[src/rtl/bcd4_scan_decoder.sv]
// Receive-side decoder for a four-digit scanned BCD display bus: re-frames
// units/tens/hundreds/sign samples, converts to binary and commits after MATCH identical frames.
module bcd4_scan_decoder #(
    parameter int MATCH = 2
) (
    input  logic       clk,
    input  logic       rst_n,
    input  logic       tick,
    input  logic [3:0] seg,
    input  logic [3:0] an,
    output logic [8:0] val,
    output logic       neg,
    output logic       valid,
    output logic       err
);

    localparam logic [2:0] MATCH_C = 3'(MATCH);

    typedef enum logic [2:0] {SLOT_U, SLOT_T, SLOT_H, SLOT_S, SLOT_BAD} slot_t;
    typedef enum logic [1:0] {WAIT_U, GOT_U, GOT_T, GOT_H} state_t;

    // Assertion propagates asynchronously; release is retimed through two flops.
    logic [1:0] rst_sync_reg;
    logic       rst_int_n;

    always_ff @(posedge clk or negedge rst_n) begin
        if (!rst_n) rst_sync_reg <= 2'b00;
        else        rst_sync_reg <= {rst_sync_reg[0], 1'b1};
    end

    assign rst_int_n = rst_sync_reg[1];

    slot_t slot;
    logic  digit_ok;

    always_comb begin
        slot     = SLOT_BAD;
        digit_ok = 1'b0;
        case (an)
            4'b1110: begin slot = SLOT_U; digit_ok = (seg <= 4'd9); end
            4'b1101: begin slot = SLOT_T; digit_ok = (seg <= 4'd9); end
            4'b1011: begin slot = SLOT_H; digit_ok = (seg <= 4'd5); end
            4'b0111: begin slot = SLOT_S; digit_ok = (seg == 4'hF); end
            default: begin slot = SLOT_BAD; digit_ok = 1'b0; end
        endcase
    end

    state_t     state_reg, state_next;
    logic [3:0] u_reg, u_next;
    logic [3:0] t_reg, t_next;
    logic [3:0] h_reg, h_next;
    logic       snap, snap_neg, frame_err;

    always_comb begin
        state_next = state_reg;
        u_next     = u_reg;
        t_next     = t_reg;
        h_next     = h_reg;
        snap       = 1'b0;
        snap_neg   = 1'b0;
        frame_err  = 1'b0;
        if (tick) begin
            case (state_reg)
                WAIT_U: begin
                    // Start-up sync: only a bad units digit is worth flagging here.
                    if (slot == SLOT_U) begin
                        if (digit_ok) begin
                            u_next     = seg;
                            state_next = GOT_U;
                        end else begin
                            frame_err = 1'b1;
                        end
                    end
                end
                GOT_U: begin
                    if (slot == SLOT_T && digit_ok) begin
                        t_next     = seg;
                        state_next = GOT_T;
                    end else begin
                        frame_err = 1'b1;
                    end
                end
                GOT_T: begin
                    if (slot == SLOT_H && digit_ok) begin
                        h_next     = seg;
                        state_next = GOT_H;
                    end else begin
                        frame_err = 1'b1;
                    end
                end
                GOT_H: begin
                    if (slot == SLOT_U && digit_ok) begin
                        snap       = 1'b1;
                        u_next     = seg;
                        state_next = GOT_U;
                    end else if (slot == SLOT_S && digit_ok) begin
                        snap       = 1'b1;
                        snap_neg   = 1'b1;
                        state_next = WAIT_U;
                    end else begin
                        frame_err = 1'b1;
                    end
                end
                default: state_next = WAIT_U;
            endcase
            if (frame_err) begin
                if (slot == SLOT_U && digit_ok) begin
                    u_next     = seg;
                    state_next = GOT_U;
                end else begin
                    state_next = WAIT_U;
                end
            end
        end
    end

    always_ff @(posedge clk or negedge rst_int_n) begin
        if (!rst_int_n) begin
            state_reg <= WAIT_U;
            u_reg     <= 4'd0;
            t_reg     <= 4'd0;
            h_reg     <= 4'd0;
        end else begin
            state_reg <= state_next;
            u_reg     <= u_next;
            t_reg     <= t_next;
            h_reg     <= h_next;
        end
    end

    // Converter: step 1..3 are C1..C3; a snapshot is only accepted while idle.
    logic [1:0] cnv_step_reg;
    logic [3:0] snap_h_reg, snap_t_reg, snap_u_reg;
    logic       snap_neg_reg;
    logic [9:0] acc_reg;
    logic [9:0] h_ext, t_ext, acc_final;
    logic       busy, snap_take, snap_drop, cnv_done;

    assign busy      = (cnv_step_reg != 2'd0);
    assign snap_take = snap && !busy;
    assign snap_drop = snap && busy;
    assign cnv_done  = (cnv_step_reg == 2'd3);
    assign h_ext     = {6'd0, snap_h_reg};
    assign t_ext     = {6'd0, snap_t_reg};
    assign acc_final = acc_reg + {6'd0, snap_u_reg};

    always_ff @(posedge clk or negedge rst_int_n) begin
        if (!rst_int_n) begin
            cnv_step_reg <= 2'd0;
            snap_h_reg   <= 4'd0;
            snap_t_reg   <= 4'd0;
            snap_u_reg   <= 4'd0;
            snap_neg_reg <= 1'b0;
            acc_reg      <= 10'd0;
        end else if (snap_take) begin
            cnv_step_reg <= 2'd1;
            snap_h_reg   <= h_reg;
            snap_t_reg   <= t_reg;
            snap_u_reg   <= u_reg;
            snap_neg_reg <= snap_neg;
        end else begin
            case (cnv_step_reg)
                2'd1: begin
                    acc_reg      <= (h_ext << 6) + (h_ext << 5) + (h_ext << 2);
                    cnv_step_reg <= 2'd2;
                end
                2'd2: begin
                    acc_reg      <= acc_reg + (t_ext << 3) + (t_ext << 1);
                    cnv_step_reg <= 2'd3;
                end
                2'd3:    cnv_step_reg <= 2'd0;
                default: cnv_step_reg <= 2'd0;
            endcase
        end
    end

    // Match filter over {magnitude, sign}.
    logic [2:0] cnt_reg, cnt_next;
    logic [9:0] cand_reg, cand_next;
    logic [9:0] result;
    logic       overflow, commit, ovf_err;

    assign result   = {acc_final[8:0], snap_neg_reg};
    assign overflow = acc_final[9];

    always_comb begin
        cnt_next  = cnt_reg;
        cand_next = cand_reg;
        commit    = 1'b0;
        ovf_err   = 1'b0;
        if (cnv_done) begin
            if (overflow) begin
                ovf_err  = 1'b1;
                cnt_next = 3'd0;
            end else begin
                if (result == cand_reg) begin
                    cnt_next = (cnt_reg >= MATCH_C) ? MATCH_C : cnt_reg + 3'd1;
                end else begin
                    cand_next = result;
                    cnt_next  = 3'd1;
                end
                commit = (cnt_next == MATCH_C);
            end
        end
        if (frame_err || snap_drop) cnt_next = 3'd0;
    end

    logic [8:0] val_reg;
    logic       neg_reg, valid_reg, err_reg;

    always_ff @(posedge clk or negedge rst_int_n) begin
        if (!rst_int_n) begin
            cnt_reg   <= 3'd0;
            cand_reg  <= 10'd0;
            val_reg   <= 9'd0;
            neg_reg   <= 1'b0;
            valid_reg <= 1'b0;
            err_reg   <= 1'b0;
        end else begin
            cnt_reg   <= cnt_next;
            cand_reg  <= cand_next;
            valid_reg <= commit;
            err_reg   <= frame_err | snap_drop | ovf_err;
            if (commit) begin
                val_reg <= result[9:1];
                neg_reg <= result[0];
            end
        end
    end

    assign val   = val_reg;
    assign neg   = neg_reg;
    assign valid = valid_reg;
    assign err   = err_reg;

endmodule

[config.mk]
export PLATFORM = sky130hd
export DESIGN_NAME = bcd4_scan_decoder
export DESIGN_NICKNAME = d
export VERILOG_FILES = /design/src/rtl/bcd4_scan_decoder.sv
export SDC_FILE = /design/constraint.sdc
export NUM_CORES = 1
export LEC_CHECK = 0
export BUFFER_PORTS_ARGS = -buffer_cell sky130_fd_sc_hd__buf_4
export CAP_MARGIN = 20
export CORE_AREA = 3 3 118 120
export CTS_CLUSTER_DIAMETER = 150
export CTS_CLUSTER_SIZE = 30
export DETAILED_ROUTE_END_ITERATION = 10
export DIE_AREA = 0 0 121 123
export REMOVE_ABC_BUFFERS = 1
export SLEW_MARGIN = 10
export SYNTH_ARGS = -nofsm -noshare
export SYNTH_HDL_FRONTEND = slang
export SYNTH_SLANG_ARGS = --single-unit
[constraint.sdc]
create_clock -name clk -period 2.8 [get_ports clk]
set_clock_uncertainty 0.15 [all_clocks]
set_input_delay 0.42 -clock clk [delete_from_list [all_inputs] [get_ports clk]]
set_output_delay 0.42 -clock clk [all_outputs]
set_load 0.005 [all_outputs]
; Word level (Yosys, flattened, before mapping)
; Index checks and enable logic that the tools add are counted.
[classes]
eq_ne = 21
reduce_logical = 19
magnitude_cmp = 3
muxes = 47
n_bitwise = 5
n_addsub = 6
[ops]
columns = cell, n
row1 = 3-bit 2-to-1 mux, 7
row2 = 1-bit 2-to-1 mux, 20
row3 = 4-bit 2-to-1 mux, 5
row4 = 10-bit case mux with 2 select lines, 1
row5 = "4-bit equality test, second input constant", 4
row6 = 2-bit 2-to-1 mux, 8
row7 = "3-bit inequality test, second input constant", 4
row8 = 3-bit case mux with 4 select lines, 1
row9 = 10-bit by 4-bit adder with 10-bit output, 1
row10 = 10-bit by 5-bit adder with 10-bit output, 1
row11 = 10-bit by 6-bit adder with 10-bit output, 1
row12 = 10-bit by 7-bit adder with 10-bit output, 1
row13 = 10-bit by 9-bit adder with 10-bit output, 1
row14 = 10-bit equality test, 1
row15 = "3-bit by 2-bit equality test with 1-bit output, second input constant", 3
row16 = 3-bit AND reduction, 3
row17 = "2-bit equality test, second input constant", 4
row18 = 2-bit case mux with 4 select lines, 1
row19 = 4-bit case mux with 2 select lines, 1
row20 = 1-bit logical AND, 6
row21 = 6-bit AND reduction, 1
row22 = 2-bit nonzero test, 3
row23 = "2-bit by 1-bit equality test with 1-bit output, second input constant", 2
row24 = "4-bit by 3-bit equality test with 1-bit output, second input constant", 1
row25 = 17 further kinds, 20
[totals]
reg_bits = 66
wordCells = 118
output_inout_bits = 12
input_bits = 11

; Logic depth before layout (Yosys ltp)
; Gate-level depths: netlist (run 1).
[logic_depth]
depth_word = 11
ltp_mapped = 9

; Worst setup path before layout (run 1)
; No wires, ideal clock.
[synth_timing]
path_kind = register -> register
start = register snap_u_reg[1]
end = register neg_reg (netlist: neg)
setup_time_ns = 0.125
slack_ns = -0.140
stages_incl_launch_ff = 9
t_arrival_ns = 2.665
path_cell_list = dfrtp_1 -> inv_1 -> fa_1 -> nand2b_1 -> a211oi_1 -> o21ai_0 -> a21bo_2 -> nor4_4 -> mux2_2
[synth_between]
elab_chain_cells = 8
[synth_rtl]
columns = item, line_no
row1 = "start, declared", 133  ; logic [3:0] snap_h_reg, snap_t_reg, snap_u_reg;
row2 = "start signal, assigned", 159  ; snap_u_reg <= u_reg;
row3 = 10-bit by 4-bit adder with 10-bit output (*), 145  ; assign acc_final = acc_reg + {6'd0, snap_u_reg};
row4 = 10-bit equality test, 196  ; if (result == cand_reg) begin
row5 = 3-bit 2-to-1 mux, 196
row6 = 3-bit 2-to-1 mux, 192  ; if (overflow) begin
row7 = 3-bit 2-to-1 mux, 191  ; if (cnv_done) begin
row8 = 3-bit by 2-bit equality test with 1-bit output, 202  ; commit = (cnt_next == MATCH_C);
row9 = 1-bit 2-to-1 mux (*), 192
row10 = 1-bit 2-to-1 mux (*), 191
row11 = "end signal, assigned", 226  ; neg_reg <= result[0];
row12 = "end, declared", 209  ; logic neg_reg, valid_reg, err_reg;
; Every way passes the cells marked *; elsewhere a longest branch is shown, timed or not. The select of a mux whose other input is x is not followed.
; A chain may end at the register's enable or synchronous reset.

; Worst setup path after layout (run 1)
[layout_timing]
start = register snap_u_reg[2]
end = register val_reg[6] (netlist: val[6])
[layout_between]
elab_chain_cells = 8
[layout_rtl]
columns = item, line_no
row1 = 10-bit by 4-bit adder with 10-bit output (*), 145
row2 = 10-bit equality test, 196
row3 = 3-bit 2-to-1 mux, 196
row4 = 3-bit 2-to-1 mux, 192
row5 = 3-bit 2-to-1 mux, 191
row6 = 3-bit by 2-bit equality test with 1-bit output, 202
row7 = 1-bit 2-to-1 mux, 192
row8 = 1-bit 2-to-1 mux, 191
row9 = "end signal, assigned", 225  ; val_reg <= result[9:1];
row10 = "end, declared", 208  ; logic [8:0] val_reg;
; Marked as above.

==> results.py, run 1 <==
metrics = {
    "outcome": {
        "status": "complete, no violations",
    },
    "detailed_routing": {
        "routed_wl_mm": 8.40,
        "drc_errors": 0,
        "vias": 2922,
        "drt-initial-drc-count": 121,
        "via_per_inst": 4.83,
        "first_pass_iters": 4,
        "ant_nets": 0,
        "routedWlPerCell_um": 13.9,
    },
    "clock_tree": {
        "clkLatencyLatePin_ns": 0.34,
        "htreeDepth": 3,
        "cts.path.max_buffers": 2,
        "cts_sinks": 65,
        "clk_pin_slew_ns": 0.06,
        "numCtsBuffers": 9,
        "tritoncts": "built",
        "cts_root_buffer": "clkbuf_16",
    },
    "finish": {
        "antenna_cells_inserted": 0,
        "seq_area_um2": 1630,
        "mostFrequentLayoutCell": "dfrtp_1",
        "largest_reg_flops": 10,
        "layout_common_cells": "dfrtp_1 (63), buf_4 (62), mux2_2 (29)",
        "multi_input_area_um2": 2260,
        "drive_above_1_share_pct": 33.6,
        "final_nets": 465,
        "final_area_um2": 4980,
        "syn2layout_area_growth_pct": 29.0,
        "fillers": 1293,
    },
    "floorplan": {
        "rows": 42,
        "initial_core_util_pct": 29.5,
        "die_x_um": 121,
        "io_pins": 23,
        "die_h_um": 123,
        "dieArea_um2": 14900,
        "fp.coreArea_um2": 13100,
    },
    "logic_synthesis": {
        "synth_top_flop_cell": "dfrtp_1",
        "synth.area.top_cells": "dfrtp_1 (42%), mux2_2 (10%), ha_1 (8.1%), a21oi_1 (3.2%), xnor2_1 (3.2%)",
        "syn_inst": 358,
        "ys_ff_latch": 65,
        "synth.avg_cell_area_um2": 10.8,
        "synth_area_um2": 3860,
        "synth_top_cell_area_share_pct": 42.1,
        "ys_types": 58,
        "ys_seq_area_share_pct": 42.1,
        "ys_warn_count": 0,
        "synth_top_cell_by_area": "dfrtp_1",
        "ys_async_sr_fraction_pct": 100,
        "synth-edff-count": 0,
    },
    "global_routing": {
        "grt_use_total_pct": 12.1,
        "grt_pass1_wl_mm": 14.3,
        "grt-ovfl-total": 0,
        "grt_max_degree": 29,
        "antenna_found_initial": 0,
        "first_global_vias": 2988,
    },
    "sta": {
        "finalMaxSlewViolations": 0,
        "tightestPinTransition_ns": 0.611,
        "hold_viol_final": 0,
        "setup_viol": 0,
        "fin_crit_sh_pct": 98.9,
        "fin_crit_ns": 2.77,
        "relSlewSlack_pct": 59.3,
        "max_freq_mhz": 361,
        "setup_tns_ns": 0,
        "rsz0062_at_grt": "true",
    },
    "setup_path": {
        "cp_data_required_time_ns": 2.87,
        "worst_ep_arrival_time_ns": 2.84,
        "ff2ff_setup_slack_ns": 0.03,
        "cp-start-kind": "flip-flop",
        "reg2reg_depth": 8,
        "worstSetupPathType": "flip-flop to flip-flop",
        "crit_path_max_fanout": 8,
        "end_kind": "flip-flop",
        "crit_start": "snap_u_reg[2]",
        "r2r_end": "val[6]",
        "rr_startpoint": "snap_u_reg[2]",
    },
    "flow_run": {
        "maxCapViolCount": 0,
    },
    "pwr": {
        "vdd_drop_max_uv": 432,
        "powerDensity_nw_per_um2": 846,
        "leakage_nw": 2.39,
    },
    "worst_hold_path": {
        "hp-class": "flip-flop to asynchronous set/reset pin",
    },
    "place": {
        "placed_cell_area_um2": 4480,
        "place_hpwl_mm": 6.43,
        "io_buffers": 22,
        "gp_congestion": 0.857,
    },
}
[cells by family after synthesis]
family / share of synthesized area, %
AO/OA/AOI/OAI: 14.3
XOR/XNOR: 5.80
adder cells (fa/ha/maj): 10.7
buffers and inverters: 2.98
flip-flops: 42.1
multiplexers: 12.3
other: 0.0971
AND/OR/NAND/NOR: 11.8
[how the worst max path moves through the flow]
stage | endpoint | slack [ns]
6_report | val[6] | 0.03
5_1_grt | val[3] | -0.08
4_1_cts | acc_reg[9] | 0.01
3_5_place_dp | val[6] | -0.16
3_3_place_gp | neg | -0.03
2_1_floorplan | neg | -0.14
[final cells by class]
type,count,area share [%]
Clock buffer,9,4.52
Clock inverter,7,1.71
Inverter,20,1.51
Multi-Input combinational cell,264,45.4
Sequential cell,65,32.7
Tap cell,176,4.42
Timing Repair Buffer,64,9.77
[synth_stat cells, types with 3 or more instances]
master and n:
inv_1 20, o21ai_0 15, fa_1 5, clkbuf_1 7
o22ai_1 7, nor2_1 14, a21o_1 5, a21oi_1 25
nand2b_1 9, ha_1 25, nand2_1 23, mux2i_1 7
or3_1 3, nand4_1 5, nor3_1 3, dfrtp_1 65
mux2_2 36, o21a_1 4, xor2_1 9, nand3_1 5
xnor2_1 14
[critical path, cell delays in order, from the launching register on]
cell and delay, ns:
dfrtp_1 0.40, ha_4 0.30, a211oi_4 0.07, or4b_4 0.59
xnor2_4 0.18, nand3_2 0.12, nor4_4 0.33, buf_6 0.20
mux2_4 0.31
[layer usage]
layer,global-route usage (%),up-vias,part of all wire (%)
met2,20.6,38,50
met3,3.16,7,2.8
li1,-,1424,-
met5,0,-,0
met1,15.0,1453,46
met4,4.46,0,1.2
[power breakdown]
part | leakage, nW | internal (W) | total [W] | switching (W)
combinational | 1.39 | 0.000854 | 0.00174 | 0.000885
clock | 0.146 | 0.000707 | 0.00117 | 0.000463
sequential | 0.850 | 0.00113 | 0.00131 | 0.000175
total | 2.39 | 0.00269 | 0.00421 | 0.00152
[metrics by stage]
| stage | total power, W | cells | utilization, % | setup slack [ns] | hold slack (ns) |
|---|---|---|---|---|---|
| 2_1_floorplan | 0.00243 | 349 | - | -0.140 | -0.0256 |
| 3_3_place_gp | 0.00292 | 582 | 34.2 | -0.0334 | 0.0534 |
| 3_5_place_dp | 0.00298 | 582 | 34.2 | -0.157 | 0.0531 |
| 4_1_cts | 0.00425 | 601 | 37.4 | 0.00956 | 0.167 |
| 5_1_grt | 0.00452 | 605 | 38.1 | -0.0798 | 0.198 |
| 6_report | 0.00421 | 605 | 38.1 | 0.0296 | 0.132 |
[repair_timing]
item,4_1_cts,5_1_grt
endpoints found under the hold margin,2,0
gates resized for setup,18,13
buffers inserted,2,4
gates cloned,0,0
pin swaps,4,13
setup endpoints to repair,16,12
hold buffers,1,0
(Power assumes the default switching activity.)
==> run 2, diff against run 1 <==
==> constraint.sdc (replaced) <==
create_clock -name clk -period 2.8 [get_ports clk]
set_clock_uncertainty 0.15 [all_clocks]
set_input_delay 0.28 -clock clk [delete_from_list [all_inputs] [get_ports clk]]
set_output_delay 0.28 -clock clk [all_outputs]
set_load 0.005 [all_outputs]
==> run 2 against run 1 <==
Against the previous run: register-to-register slack is essentially flat; first-iteration DRC count shrank 7.4%; critical path depth grew 1; design area grew 0.33%; utilization grew 0.12 points; die area is the same; hold slack lost 0.053 ns; clock-buffer cell count is the same.
==> results.py, run 2 (synthesized netlist as in run 1, its figures left out) <==
metrics = {
    "setup_path": {
        "cp_data_required_time_ns": 2.86,
        "end_kind": "flip-flop",
        "rr_startpoint": "acc_reg[2]",
        "cp-start-kind": "flip-flop",
        "worstSetupPathType": "flip-flop to flip-flop",
        "crit_start": "acc_reg[2]",
        "crit_path_max_fanout": 8,
        "worst_ep_arrival_time_ns": 2.83,
    },
    "sta": {
        "fin_crit_ns": 2.77,
        "rsz0062_at_grt": "true",
        "finalMaxSlewViolations": 0,
        "holdWs_ns": 0.0794,
        "tightestPinTransition_ns": 0.609,
        "setup_viol": 0,
        "max_freq_mhz": 361,
        "setup_tns_ns": 0,
        "relSlewSlack_pct": 59.4,
        "hold_viol_final": 0,
        "fin_crit_sh_pct": 98.9,
    },
    "clock_tree": {
        "tritoncts": "built",
        "clkLatencyLatePin_ns": 0.33,
        "cts.path.max_buffers": 2,
        "cts_root_buffer": "clkbuf_16",
        "cts_sinks": 65,
        "clk_pin_slew_ns": 0.06,
        "numCtsBuffers": 9,
        "htreeDepth": 3,
    },
    "global_routing": {
        "grt_pass1_wl_mm": 14.4,
        "antenna_found_initial": 0,
        "grt-ovfl-total": 0,
        "grt_use_total_pct": 12.4,
        "first_global_vias": 2978,
        "grt_max_degree": 29,
    },
    "flow_run": {
        "maxCapViolCount": 0,
    },
    "detailed_routing": {
        "via_per_inst": 4.84,
        "wl_met2_mm": 4.28,
        "top_layer": "met4",
        "met3_length_um": 226,
        "drt-initial-drc-count": 112,
        "vias": 2922,
        "routedWlPerCell_um": 14.1,
        "ant_nets": 0,
        "drt-met1-wl_mm": 3.89,
        "drc_errors": 0,
        "routed_wl_mm": 8.53,
        "first_pass_iters": 4,
    },
    "floorplan": {
        "fp.coreArea_um2": 13100,
        "die_h_um": 123,
        "die_x_um": 121,
        "dieArea_um2": 14900,
        "rows": 42,
        "io_pins": 23,
        "initial_core_util_pct": 29.5,
    },
    "finish": {
        "drive_above_1_share_pct": 33.2,
        "antenna_cells_inserted": 0,
        "final_nets": 464,
        "mostFrequentLayoutCell": "dfrtp_1",
        "fillers": 1245,
        "syn2layout_area_growth_pct": 29.4,
        "layout_common_cells": "dfrtp_1 (63), buf_4 (60), mux2_2 (29)",
        "largest_reg_flops": 10,
    },
    "outcome": {
        "status": "complete, no violations",
    },
    "worst_hold_path": {
        "hp-class": "primary input to flip-flop",
        "hold_start": "seg[0]",
    },
    "pwr": {
        "pwr-share-clk_pct": 26.5,
        "powerDensity_nw_per_um2": 846,
        "power_w": 0.00423,
        "pwr-share-comb_pct": 42.6,
        "switching_share_pct": 36.0,
        "vdd_drop_max_uv": 398,
        "switching_power_w": 0.00152,
        "p_seq_share_pct": 30.9,
        "internal_power_w": 0.00271,
        "leakage_nw": 2.39,
    },
    "place": {
        "gp_congestion": 0.864,
        "io_buffers": 22,
        "place_hpwl_mm": 6.48,
    },
}
## run 2: power groups by stage
stage / clock network, W / logic [W] / registers (W)
floorplan: 0 / 0.00113 / 0.00130
global placement: 0 / 0.00160 / 0.00130
detailed placement: 0 / 0.00165 / 0.00131
CTS: 0.00116 / 0.00168 / 0.00129
global route: 0.00121 / 0.00199 / 0.00134
finish: 0.00112 / 0.00180 / 0.00130
## run 2: area by class of cell
type | instances | area [um^2] | area share (%)
Clock inverter | 7 | 76.3 | 1.53
Multi-Input combinational cell | 264 | 2290 | 45.8
Clock buffer | 9 | 225 | 4.51
Inverter | 20 | 75.1 | 1.50
Tap cell | 176 | 220 | 4.41
Timing Repair Buffer | 63 | 483 | 9.66
Sequential cell | 65 | 1630 | 32.6
## run 2: path summary, 6_finish.rpt
| kind | to | slack [ns] | depth (start not counted) |
|---|---|---|---|
| max | val[6] | 0.03 | 9 |
| min | t_reg[0] | 0.08 | 2 |
| max reg2reg | val[6] | 0.03 | 9 |
| min reg2reg | snap_h_reg[2] | 0.13 | 0 |
| max in group asynchronous | cand_reg[4] | 1.67 | 1 |
| min in group asynchronous | rst_sync_reg[1] | 0.12 | 2 |
## run 2: critical path: stages, from the launching register on
cell      delay [ns]
dfrtp_1         0.42
ha_4            0.30
a211oi_4        0.08
buf_6           0.13
or3_1           0.36
a21bo_2         0.21
a21bo_2         0.21
nor4_4          0.28
buf_6           0.20
mux2_4          0.30
## run 2: per-layer routing
| metal | up-vias | track usage, % |
|---|---|---|
| li1 | 1416 | - |
| met1 | 1455 | 15.1 |
| met2 | 41 | 21.1 |
| met3 | 10 | 3.48 |
| met4 | 0 | 4.53 |
| met5 | - | 0 |
## run 2: timing repair
action / CTS / global route
setup endpoints to repair: 15 / 17
gates resized for setup: 6 / 28
pin swaps: 1 / 18
endpoints found under the hold margin: 2 / 0
buffers inserted: 0 / 6
hold buffers: 1 / 0
## run 2: through the flow
stage	std cells	worst slack (ns)	cell area (um^2)	util [%]
after detailed placement	581	-0.153	4470	34.2
after floorplan	349	-0.140	3830	-
final	604	0.0300	5000	38.2
after CTS	598	-0.000383	4810	36.8
after global routing	604	-0.0586	5000	38.2
after global placement	581	-0.0367	4470	34.2
